$ cat config.mk
export PLATFORM = sky130hd
export DESIGN_NAME = floo_vc_link_receiver
export DESIGN_NICKNAME = d
export VERILOG_FILES = /design/src/rtl/floo_vc_link_receiver.sv
export SDC_FILE = /design/constraint.sdc
export NUM_CORES = 1
export LEC_CHECK = 0
export CORE_AREA = 2 2 43 45
export CTS_BUF_LIST = sky130_fd_sc_hd__clkbuf_2 sky130_fd_sc_hd__clkbuf_4 sky130_fd_sc_hd__clkbuf_8
export CTS_CLUSTER_DIAMETER = 30
export DETAILED_ROUTE_END_ITERATION = 16
export DIE_AREA = 0 0 45 47
export PLACE_DENSITY = 0.75
export SKIP_CTS_REPAIR_TIMING = 1
export SLEW_MARGIN = 40
export SYNTH_ARGS = -nofsm -noshare
export SYNTH_HDL_FRONTEND = slang
export SYNTH_SLANG_ARGS = --single-unit
$ cat constraint.sdc
create_clock -name clk_i -period 1.7 [get_ports clk_i]
set_input_delay 0.255 -clock clk_i [delete_from_list [all_inputs] [get_ports clk_i]]
set_output_delay 0.255 -clock clk_i [all_outputs]
set_load 0.005 [all_outputs]
$ cat src/rtl/floo_vc_link_receiver.sv
`default_nettype none
// ============================================================================
// Module      : floo_vc_link_receiver
// Description : Receiving end of a virtual-channel link. Demultiplexes
//               NUM_VIRT_CHANNELS ready-first valid/ready channels (carried on
//               one shared lane or one lane per VC) into independent per-VC
//               FIFOs, so a stalled VC never blocks its neighbours. Flags
//               sticky protocol errors on the incoming link.
// Revision    : 1.0 - initial release
// ============================================================================
module floo_vc_link_receiver #(
    parameter int unsigned NUM_VIRT_CHANNELS = 2,
    parameter int unsigned NUM_PHYS_CHANNELS = 1,
    parameter type         FLIT_T            = logic,
    parameter int unsigned FIFO_DEPTH        = 2,
    parameter int unsigned CNT_WIDTH         = $clog2(FIFO_DEPTH + 1)
) (
    input  logic                                           clk_i,
    input  logic                                           rst_i,
    input  logic  [NUM_VIRT_CHANNELS-1:0]                  valid_i,
    output logic  [NUM_VIRT_CHANNELS-1:0]                  ready_o,
    input  FLIT_T [NUM_PHYS_CHANNELS-1:0]                  data_i,
    output logic  [NUM_VIRT_CHANNELS-1:0]                  valid_o,
    input  logic  [NUM_VIRT_CHANNELS-1:0]                  ready_i,
    output FLIT_T [NUM_VIRT_CHANNELS-1:0]                  data_o,
    output logic  [NUM_VIRT_CHANNELS-1:0][CNT_WIDTH-1:0]   usage_o,
    output logic                                           err_o
);

    // A depth-1 FIFO still needs a 1-bit pointer to keep the vectors legal.
    localparam int unsigned c_ptr_width = (FIFO_DEPTH > 1) ? $clog2(FIFO_DEPTH) : 1;
    localparam logic [CNT_WIDTH-1:0]   c_depth_cnt = CNT_WIDTH'(FIFO_DEPTH);
    localparam logic [c_ptr_width-1:0] c_last_ptr  = c_ptr_width'(FIFO_DEPTH - 1);

    // ------------------------------------------------------------------------
    // Elaboration-time parameter legality
    // ------------------------------------------------------------------------
    if (NUM_VIRT_CHANNELS < 1) begin : g_bad_vc
        $fatal(1, "floo_vc_link_receiver: NUM_VIRT_CHANNELS must be >= 1");
    end
    if (!(NUM_PHYS_CHANNELS == 1 || NUM_PHYS_CHANNELS == NUM_VIRT_CHANNELS)) begin : g_bad_phys
        $fatal(1, "floo_vc_link_receiver: NUM_PHYS_CHANNELS must be 1 or NUM_VIRT_CHANNELS");
    end
    if (FIFO_DEPTH < 1) begin : g_bad_depth
        $fatal(1, "floo_vc_link_receiver: FIFO_DEPTH must be >= 1");
    end

    // ------------------------------------------------------------------------
    // Protocol error detection
    // ------------------------------------------------------------------------
    logic [NUM_VIRT_CHANNELS-1:0] r_stall_prev;  // valid & !ready seen last cycle
    logic [NUM_VIRT_CHANNELS-1:0] w_drop;        // valid withdrawn while stalled
    logic                         w_multi;       // several VCs on one shared lane
    logic                         r_err;

    assign w_drop = r_stall_prev & ~valid_i;

    if (NUM_PHYS_CHANNELS == 1) begin : g_shared_lane
        // Clearing the lowest set bit leaves something only if two or more were set.
        assign w_multi = |(valid_i & (valid_i - NUM_VIRT_CHANNELS'(1)));
    end else begin : g_private_lanes
        assign w_multi = 1'b0;
    end

    // Remember stalled offers and latch any protocol violation until reset.
    always_ff @(posedge clk_i) begin
        if (rst_i) begin
            r_stall_prev <= '0;
            r_err        <= 1'b0;
        end else begin
            r_stall_prev <= valid_i & ~ready_o;
            r_err        <= r_err | w_multi | (|w_drop);
        end
    end

    assign err_o = r_err;

    // ------------------------------------------------------------------------
    // Per-VC circular FIFOs
    // ------------------------------------------------------------------------
    for (genvar v = 0; v < NUM_VIRT_CHANNELS; v++) begin : g_vc
        FLIT_T                  r_mem [FIFO_DEPTH];
        logic [c_ptr_width-1:0] r_rd_ptr;
        logic [c_ptr_width-1:0] r_wr_ptr;
        logic [CNT_WIDTH-1:0]   r_count;
        logic                   w_push;
        logic                   w_pop;
        FLIT_T                  w_lane;

        if (NUM_PHYS_CHANNELS == 1) begin : g_lane_shared
            assign w_lane = data_i[0];
        end else begin : g_lane_own
            assign w_lane = data_i[v];
        end

        // Ready and valid come from registered occupancy only, so neither
        // valid_i nor ready_i reaches an output combinationally.
        assign ready_o[v] = (r_count < c_depth_cnt);
        assign valid_o[v] = (r_count != '0);
        assign data_o[v]  = r_mem[r_rd_ptr];
        assign usage_o[v] = r_count;

        assign w_push = valid_i[v] & ready_o[v];
        assign w_pop  = valid_o[v] & ready_i[v];

        // Flit storage; contents need no reset because count gates visibility.
        always_ff @(posedge clk_i) begin
            if (w_push) begin
                r_mem[r_wr_ptr] <= w_lane;
            end
        end

        // Pointer and occupancy bookkeeping with wrap at FIFO_DEPTH-1.
        always_ff @(posedge clk_i) begin
            if (rst_i) begin
                r_rd_ptr <= '0;
                r_wr_ptr <= '0;
                r_count  <= '0;
            end else begin
                if (w_push) begin
                    r_wr_ptr <= (r_wr_ptr == c_last_ptr) ? '0 : r_wr_ptr + 1'b1;
                end
                if (w_pop) begin
                    r_rd_ptr <= (r_rd_ptr == c_last_ptr) ? '0 : r_rd_ptr + 1'b1;
                end
                case ({w_push, w_pop})
                    2'b10:   r_count <= r_count + 1'b1;
                    2'b01:   r_count <= r_count - 1'b1;
                    default: r_count <= r_count;
                endcase
            end
        end

`ifndef SYNTHESIS
        a_hold_stable: assert property (@(posedge clk_i)
            (valid_o[v] && !ready_i[v] && !rst_i) |=> ($stable(valid_o[v]) && $stable(data_o[v])))
            else $error("floo_vc_link_receiver: VC %0d output changed while stalled", v);

        a_count_bound: assert property (@(posedge clk_i) disable iff (rst_i)
            r_count <= c_depth_cnt)
            else $error("floo_vc_link_receiver: VC %0d count overflow", v);
`endif
    end

endmodule
`default_nettype wire

==> flow_metrics.env, run 1 <==
export IMPL_cellInternalPower_mw=1.10
export IMPL_finalSetupViolCount=0
export IMPL_die_height_um=47
export IMPL_clock_power_share=0.134
export IMPL_status="finished clean"
export IMPL_tritoncts="yes"
export IMPL_maxCapViolations=0
export IMPL_ctsLongestPathBuffers=2
export IMPL_setup_worst_path_start="g_vc[0].r_count[0]$_SDFFE_PP0P_"
export IMPL_grt_overflow_total=0
export IMPL_p_leak_nw=0.387
export IMPL_starting_density_of_the_core=0.406
export IMPL_worst_path_max_fanout=5
export IMPL_clock_insertion_delay_worst_skew_ns=0.28
export IMPL_nets=99
export IMPL_post_synth_inst_count=63
export IMPL_top_flip_flop_cell_by_instance_count_after_synthesis="dfxtp_1"
export IMPL_cts_root_buf="clkbuf_4"
export IMPL_yosysSeqAreaShare=0.567
export IMPL_switching_share=0.303
export IMPL_wl_per_cell_um=11.0
export IMPL_drc=0
export IMPL_routed_wirelength_um=1170
export IMPL_postSynthNetCount=72
export IMPL_synth_edf_count=4
export IMPL_dp_cells=102
export IMPL_hold_path_startpoint="g_vc[1].r_count[1]$_SDFFE_PP0P_"
export IMPL_power_share_sequential=0.411
export IMPL_std_cell_rows=15
export IMPL_globalRouteTotalUtil=0.126
export IMPL_area_delta_synth_final_pct=39.4
export IMPL_tritoncts_buffer_count=3
export IMPL_startpoint_type="register"
export IMPL_first_global_vias=445
export IMPL_num_antenna_cells=0
export IMPL_power_density_cell_area_nw_per_um2=1690
export IMPL_mostFrequentLayoutCells="clkdlybuf4s50_1, nor2_1, dfxtp_1, buf_4"
export IMPL_io_buffers=17
export IMPL_boundaryPins=18
export IMPL_detailedRoute_firstPassIterationCount=2
export IMPL_class_of_the_worst_hold_path="reg -> reg"
export IMPL_data_arrival_time_at_the_worst_slack_endpoint_ns=1.37
export IMPL_max_freq_mhz=614
export IMPL_rr_startpoint="g_vc[1].r_count[1]$_SDFFE_PP0P_"
export IMPL_ys_warn_count=0
export IMPL_cts_htree_levels=1
export IMPL_layout_cells_most_common="clkdlybuf4s50_1"
export IMPL_synth_distinct_cells=19
export IMPL_clk_pin_slew_ns=0.10
export IMPL_design_die_area_sq_um=2120
export IMPL_tightestPinTransition_ns=0.471
export IMPL_netlist_area_sq_um=671
export IMPL_postRouteAntennaNets=0
export IMPL_fin_area_sq_um=935
export IMPL_unrepaired_setup_endpoints_after_global_routing="false"
export IMPL_power_combinational_fraction=0.455
export IMPL_synth_seq_cells=17
export IMPL_design_core_area_sq_um=1650
export IMPL_drt_first_iter_violations=5
export IMPL_report_final_slew_viol_count=0
export IMPL_dp_hpwl_um=875
export IMPL_total_power_mw=1.58
export IMPL_share_of_synthesized_flip_flops_with_an_asynchronous_set_or_reset=0
export IMPL_timing_final_crit_share=0.959
export IMPL_hold_viol=0
export IMPL_synthesis_area_per_instance_sq_um=10.6
export IMPL_ir_drop_worst_case_vdd_mv=0.664
export IMPL_final_cells=106
export IMPL_criticalPathCategory="reg -> out"
export IMPL_clock_sinks=17
export IMPL_vias_post_dr=502
export IMPL_endpoint_kind="output pin"
export IMPL_max_slew_margin=0.685
export IMPL_number_of_fill_cells=148
export IMPL_post_route_cells_drive_above_1_share=0.213
export IMPL_grt_max_degree=14
export IMPL_place_gp_congestion=0.713
export IMPL_drt_vias_per_instance=4.74
export IMPL_antenna_found_initial=0
export IMPL_required_ns=1.44
export IMPL_wire_length_of_the_first_global_routing_pass_um=1820
export IMPL_die_width_um=45
export IMPL_switching_power_mw=0.479
export IMPL_post_route_min_period_ns=1.63
export IMPL_dpl_cell_area_sq_um=903
export IMPL_final_setup_skew_ns=0.00404
## kinds of logic (layout without fill, tap and decap cells)
family | count (synthesis) | in the layout | share of synthesized area
simple gates | 21 | 21 | 0.149
flops | 17 | 17 | 0.567
compound gates | 8 | 8 | 0.0709
xor+xnor | 8 | 8 | 0.104
buf+inv | 4 | 30 | 0.0224
mux | 3 | 3 | 0.0485
fa+ha+maj | 2 | 2 | 0.0373
## power by group through the flow
stage | registers (mW) | clock network, mW | logic, mW
finish | 0.649 | 0.212 | 0.719
global route | 0.672 | 0.235 | 0.807
CTS | 0.643 | 0.221 | 0.726
detailed placement | 0.653 | 0 | 0.718
global placement | 0.649 | 0 | 0.702
floorplan | 0.637 | 0 | 0.361
## critical path, stage by stage, from the launching register on
cell and delay (ns):
dfxtp_1 0.37, or2_2 0.28, clkdlybuf4s50_1 0.44
## through the flow
stage	hold slack [ns]	TNS (ns)	utilization	setup WS, ns
after floorplan	0.324	0	-	0.261
after global placement	0.483	0	0.547	0.0294
after detailed placement	0.495	-0.00685	0.547	-0.00685
after CTS	0.520	0	0.564	0.0205
after global routing	0.540	0	0.566	0.00476
final	0.503	0	0.566	0.0705
## metal layers
metal / vias to the layer above / part of all wire / track usage
met3: 2 / 0.030 / 0.0346
met5: - / 0 / 0
met1: 231 / 0.47 / 0.147
met4: 0 / 0.016 / 0.0882
li1: 261 / - / -
met2: 8 / 0.49 / 0.200
## cells in the mapped netlist, drive strengths merged (2+ instances only)
library cell / number / share of area
a21oi: 4 / 0.030
o21a: 2 / 0.026
dfxtp: 13 / 0.39
ha: 2 / 0.037
mux2: 2 / 0.034
o21ai: 2 / 0.015
and3: 2 / 0.019
edfxtp: 4 / 0.18
xor2: 4 / 0.052
nor2: 11 / 0.062
or3: 2 / 0.019
inv: 3 / 0.017
xnor2: 4 / 0.052
or2: 2 / 0.019
nand2b: 2 / 0.019
## final cells by class
| class | count | area, sq um | share of cell area |
|---|---|---|---|
| inverter | 3 | 11.3 | 0.0120 |
| tap | 17 | 21.3 | 0.0228 |
| multi-input combinational | 42 | 275 | 0.295 |
| clock inverter | 1 | 5.00 | 0.00535 |
| clock buffer | 3 | 22.5 | 0.0241 |
| sequential | 17 | 384 | 0.411 |
| timing repair buffer | 23 | 215 | 0.230 |
## worst paths after layout
kind	end	slack, ns	cells after the start
min reg2reg	r_stall_prev[1]$_SDFF_PP0_	0.50	2
max	valid_o[0]	0.07	2
min	r_stall_prev[1]$_SDFF_PP0_	0.50	2
max reg2reg	g_vc[1].r_count[1]$_SDFFE_PP0P_	0.23	4
Power figures use the tool's default switching activity.
==> inputs of run 2 (changes only) <==
--- a/config.mk
+++ b/config.mk
@@ -10,6 +10,7 @@
 export CTS_CLUSTER_DIAMETER = 30
 export DETAILED_ROUTE_END_ITERATION = 16
 export DIE_AREA = 0 0 45 47
+export GPL_ROUTABILITY_DRIVEN = 0
 export PLACE_DENSITY = 0.75
 export SKIP_CTS_REPAIR_TIMING = 1
 export SLEW_MARGIN = 40
==> results of run 2 <==
Same layout as run 1: the final DEF is identical, and so are final timing and power.
==> inputs of run 3 (changes only) <==
--- a/config.mk
+++ b/config.mk
@@ -5,13 +5,13 @@
 export SDC_FILE = /design/constraint.sdc
 export NUM_CORES = 1
 export LEC_CHECK = 0
-export CORE_AREA = 2 2 43 45
+export CORE_AREA = 2 2 41 43
 export CTS_BUF_LIST = sky130_fd_sc_hd__clkbuf_2 sky130_fd_sc_hd__clkbuf_4 sky130_fd_sc_hd__clkbuf_8
 export CTS_CLUSTER_DIAMETER = 30
 export DETAILED_ROUTE_END_ITERATION = 16
-export DIE_AREA = 0 0 45 47
+export DIE_AREA = 0 0 43 45
 export GPL_ROUTABILITY_DRIVEN = 0
-export PLACE_DENSITY = 0.75
+export PLACE_DENSITY = 0.82
 export SKIP_CTS_REPAIR_TIMING = 1
 export SLEW_MARGIN = 40
 export SYNTH_ARGS = -nofsm -noshare
==> run 3 against run 2 <==
Compared with the run above: setup slack better by 0.00064 ns; utilization is 6.8 points higher; cell area is 0.13% lower; fmax hardly changed; total power is 0.44% lower; critical path type unchanged; critical endpoint unchanged.
==> flow_metrics.env, run 3 (same netlist as run 1, synthesis figures left out) <==
export IMPL_first_global_vias=450
export IMPL_tritoncts="yes"
export IMPL_number_of_fill_cells=139
export IMPL_postRouteAntennaNets=0
export IMPL_grt_max_degree=14
export IMPL_post_route_worst_setup_slack_ns=0.0711
export IMPL_drt_vias_per_instance=4.73
export IMPL_p_leak_nw=0.387
export IMPL_drc=0
export IMPL_tightestPinTransition_ns=0.463
export IMPL_hold_viol=0
export IMPL_routed_wirelength_um=1110
export IMPL_design_die_area_sq_um=1940
export IMPL_final_layout_setup_total_negative_slack_ns=0
export IMPL_required_ns=1.44
export IMPL_place_worst_setup_slack_ns=0.00507
export IMPL_die_width_um=43
export IMPL_final_setup_skew_ns=0.00594
export IMPL_mostFrequentLayoutCells="clkdlybuf4s50_1, nor2_1, dfxtp_1, buf_4"
export IMPL_startpoint_type="register"
export IMPL_maxCapViolations=0
export IMPL_layout_cells_most_common="clkdlybuf4s50_1"
export IMPL_wire_length_of_the_first_global_routing_pass_um=1980
export IMPL_data_arrival_time_at_the_worst_slack_endpoint_ns=1.37
export IMPL_design_core_area_sq_um=1470
export IMPL_cts_htree_levels=1
export IMPL_max_slew_margin=0.690
export IMPL_max_freq_mhz=614
export IMPL_die_height_um=45
export IMPL_clock_insertion_delay_worst_skew_ns=0.28
export IMPL_clock_sinks=17
export IMPL_power_density_cell_area_nw_per_um2=1690
export IMPL_nets=99
export IMPL_tritoncts_buffer_count=3
export IMPL_report_final_slew_viol_count=0
export IMPL_clk_pin_slew_ns=0.10
export IMPL_worst_path_max_fanout=5
export IMPL_num_antenna_cells=0
export IMPL_area_delta_synth_final_pct=39.2
export IMPL_boundaryPins=18
export IMPL_io_buffers=17
export IMPL_wl_per_cell_um=10.5
export IMPL_finalSetupViolCount=0
export IMPL_ir_drop_worst_case_vdd_mv=0.893
export IMPL_post_route_cells_drive_above_1_share=0.213
export IMPL_drt_first_iter_violations=8
export IMPL_vias_post_dr=497
export IMPL_dp_hpwl_um=852
export IMPL_ctsLongestPathBuffers=2
export IMPL_timing_final_crit_share=0.958
export IMPL_antenna_found_initial=0
export IMPL_starting_density_of_the_core=0.456
export IMPL_class_of_the_worst_hold_path="reg -> reg"
export IMPL_grt_overflow_total=0
export IMPL_criticalPathCategory="reg -> out"
export IMPL_std_cell_rows=14
export IMPL_post_route_min_period_ns=1.63
export IMPL_cts_root_buf="clkbuf_4"
export IMPL_endpoint_kind="output pin"
export IMPL_globalRouteTotalUtil=0.144
export IMPL_unrepaired_setup_endpoints_after_global_routing="false"
export IMPL_status="finished clean"
export IMPL_detailedRoute_firstPassIterationCount=4
[run 3: power breakdown]
group	internal [mW]	leakage [nW]	switching, mW
sequential	0.548	0.145	0.0983
clock	0.0872	0.0177	0.119
combinational	0.466	0.223	0.254
[run 3: worst paths after layout]
path | startpoint | cells after the start | slack [ns] | end
max reg2reg | g_vc[1].r_count[0]$_SDFFE_PP0P_ | 4 | 0.23 | g_vc[1].r_count[1]$_SDFFE_PP0P_
max | g_vc[0].r_count[0]$_SDFFE_PP0P_ | 2 | 0.07 | valid_o[0]
min | g_vc[1].r_count[1]$_SDFFE_PP0P_ | 2 | 0.48 | r_stall_prev[1]$_SDFF_PP0_
min reg2reg | g_vc[1].r_count[1]$_SDFFE_PP0P_ | 2 | 0.48 | r_stall_prev[1]$_SDFF_PP0_
[run 3: final cells by class]
type,instances,area (sq um),share of cell area
Inverter,3,11.3,0.0121
Tap cell,16,20.0,0.0214
Clock inverter,1,5.00,0.00536
Timing Repair Buffer,23,215,0.231
Clock buffer,3,22.5,0.0241
Sequential cell,17,384,0.412
Multi-Input combinational cell,42,275,0.295
[run 3: metal layers]
metal  GRT usage  routed length, um  up-vias
met5           0                  0        -
met4      0.0909                 19        0
met3      0.0400                 33        2
met2       0.209                522       10
met1       0.190                529      225
li1            -                  -      260
[run 3: worst max-delay path, stage by stage (launching register included)]
cell and delay, ns:
dfxtp_1 0.37, or2_2 0.28, clkdlybuf4s50_1 0.44
[run 3: through the flow]
step                      hold WS, ns  power [mW]   util  instances  cell area (sq um)
after floorplan                 0.324       0.998      -         63                671
after detailed placement        0.507        1.37  0.613        101                902
after CTS                       0.524        1.58  0.632        105                930
after global routing            0.519        1.70  0.634        105                933
final                           0.485        1.57  0.634        105                933
after global placement          0.494        1.35  0.613        101                902
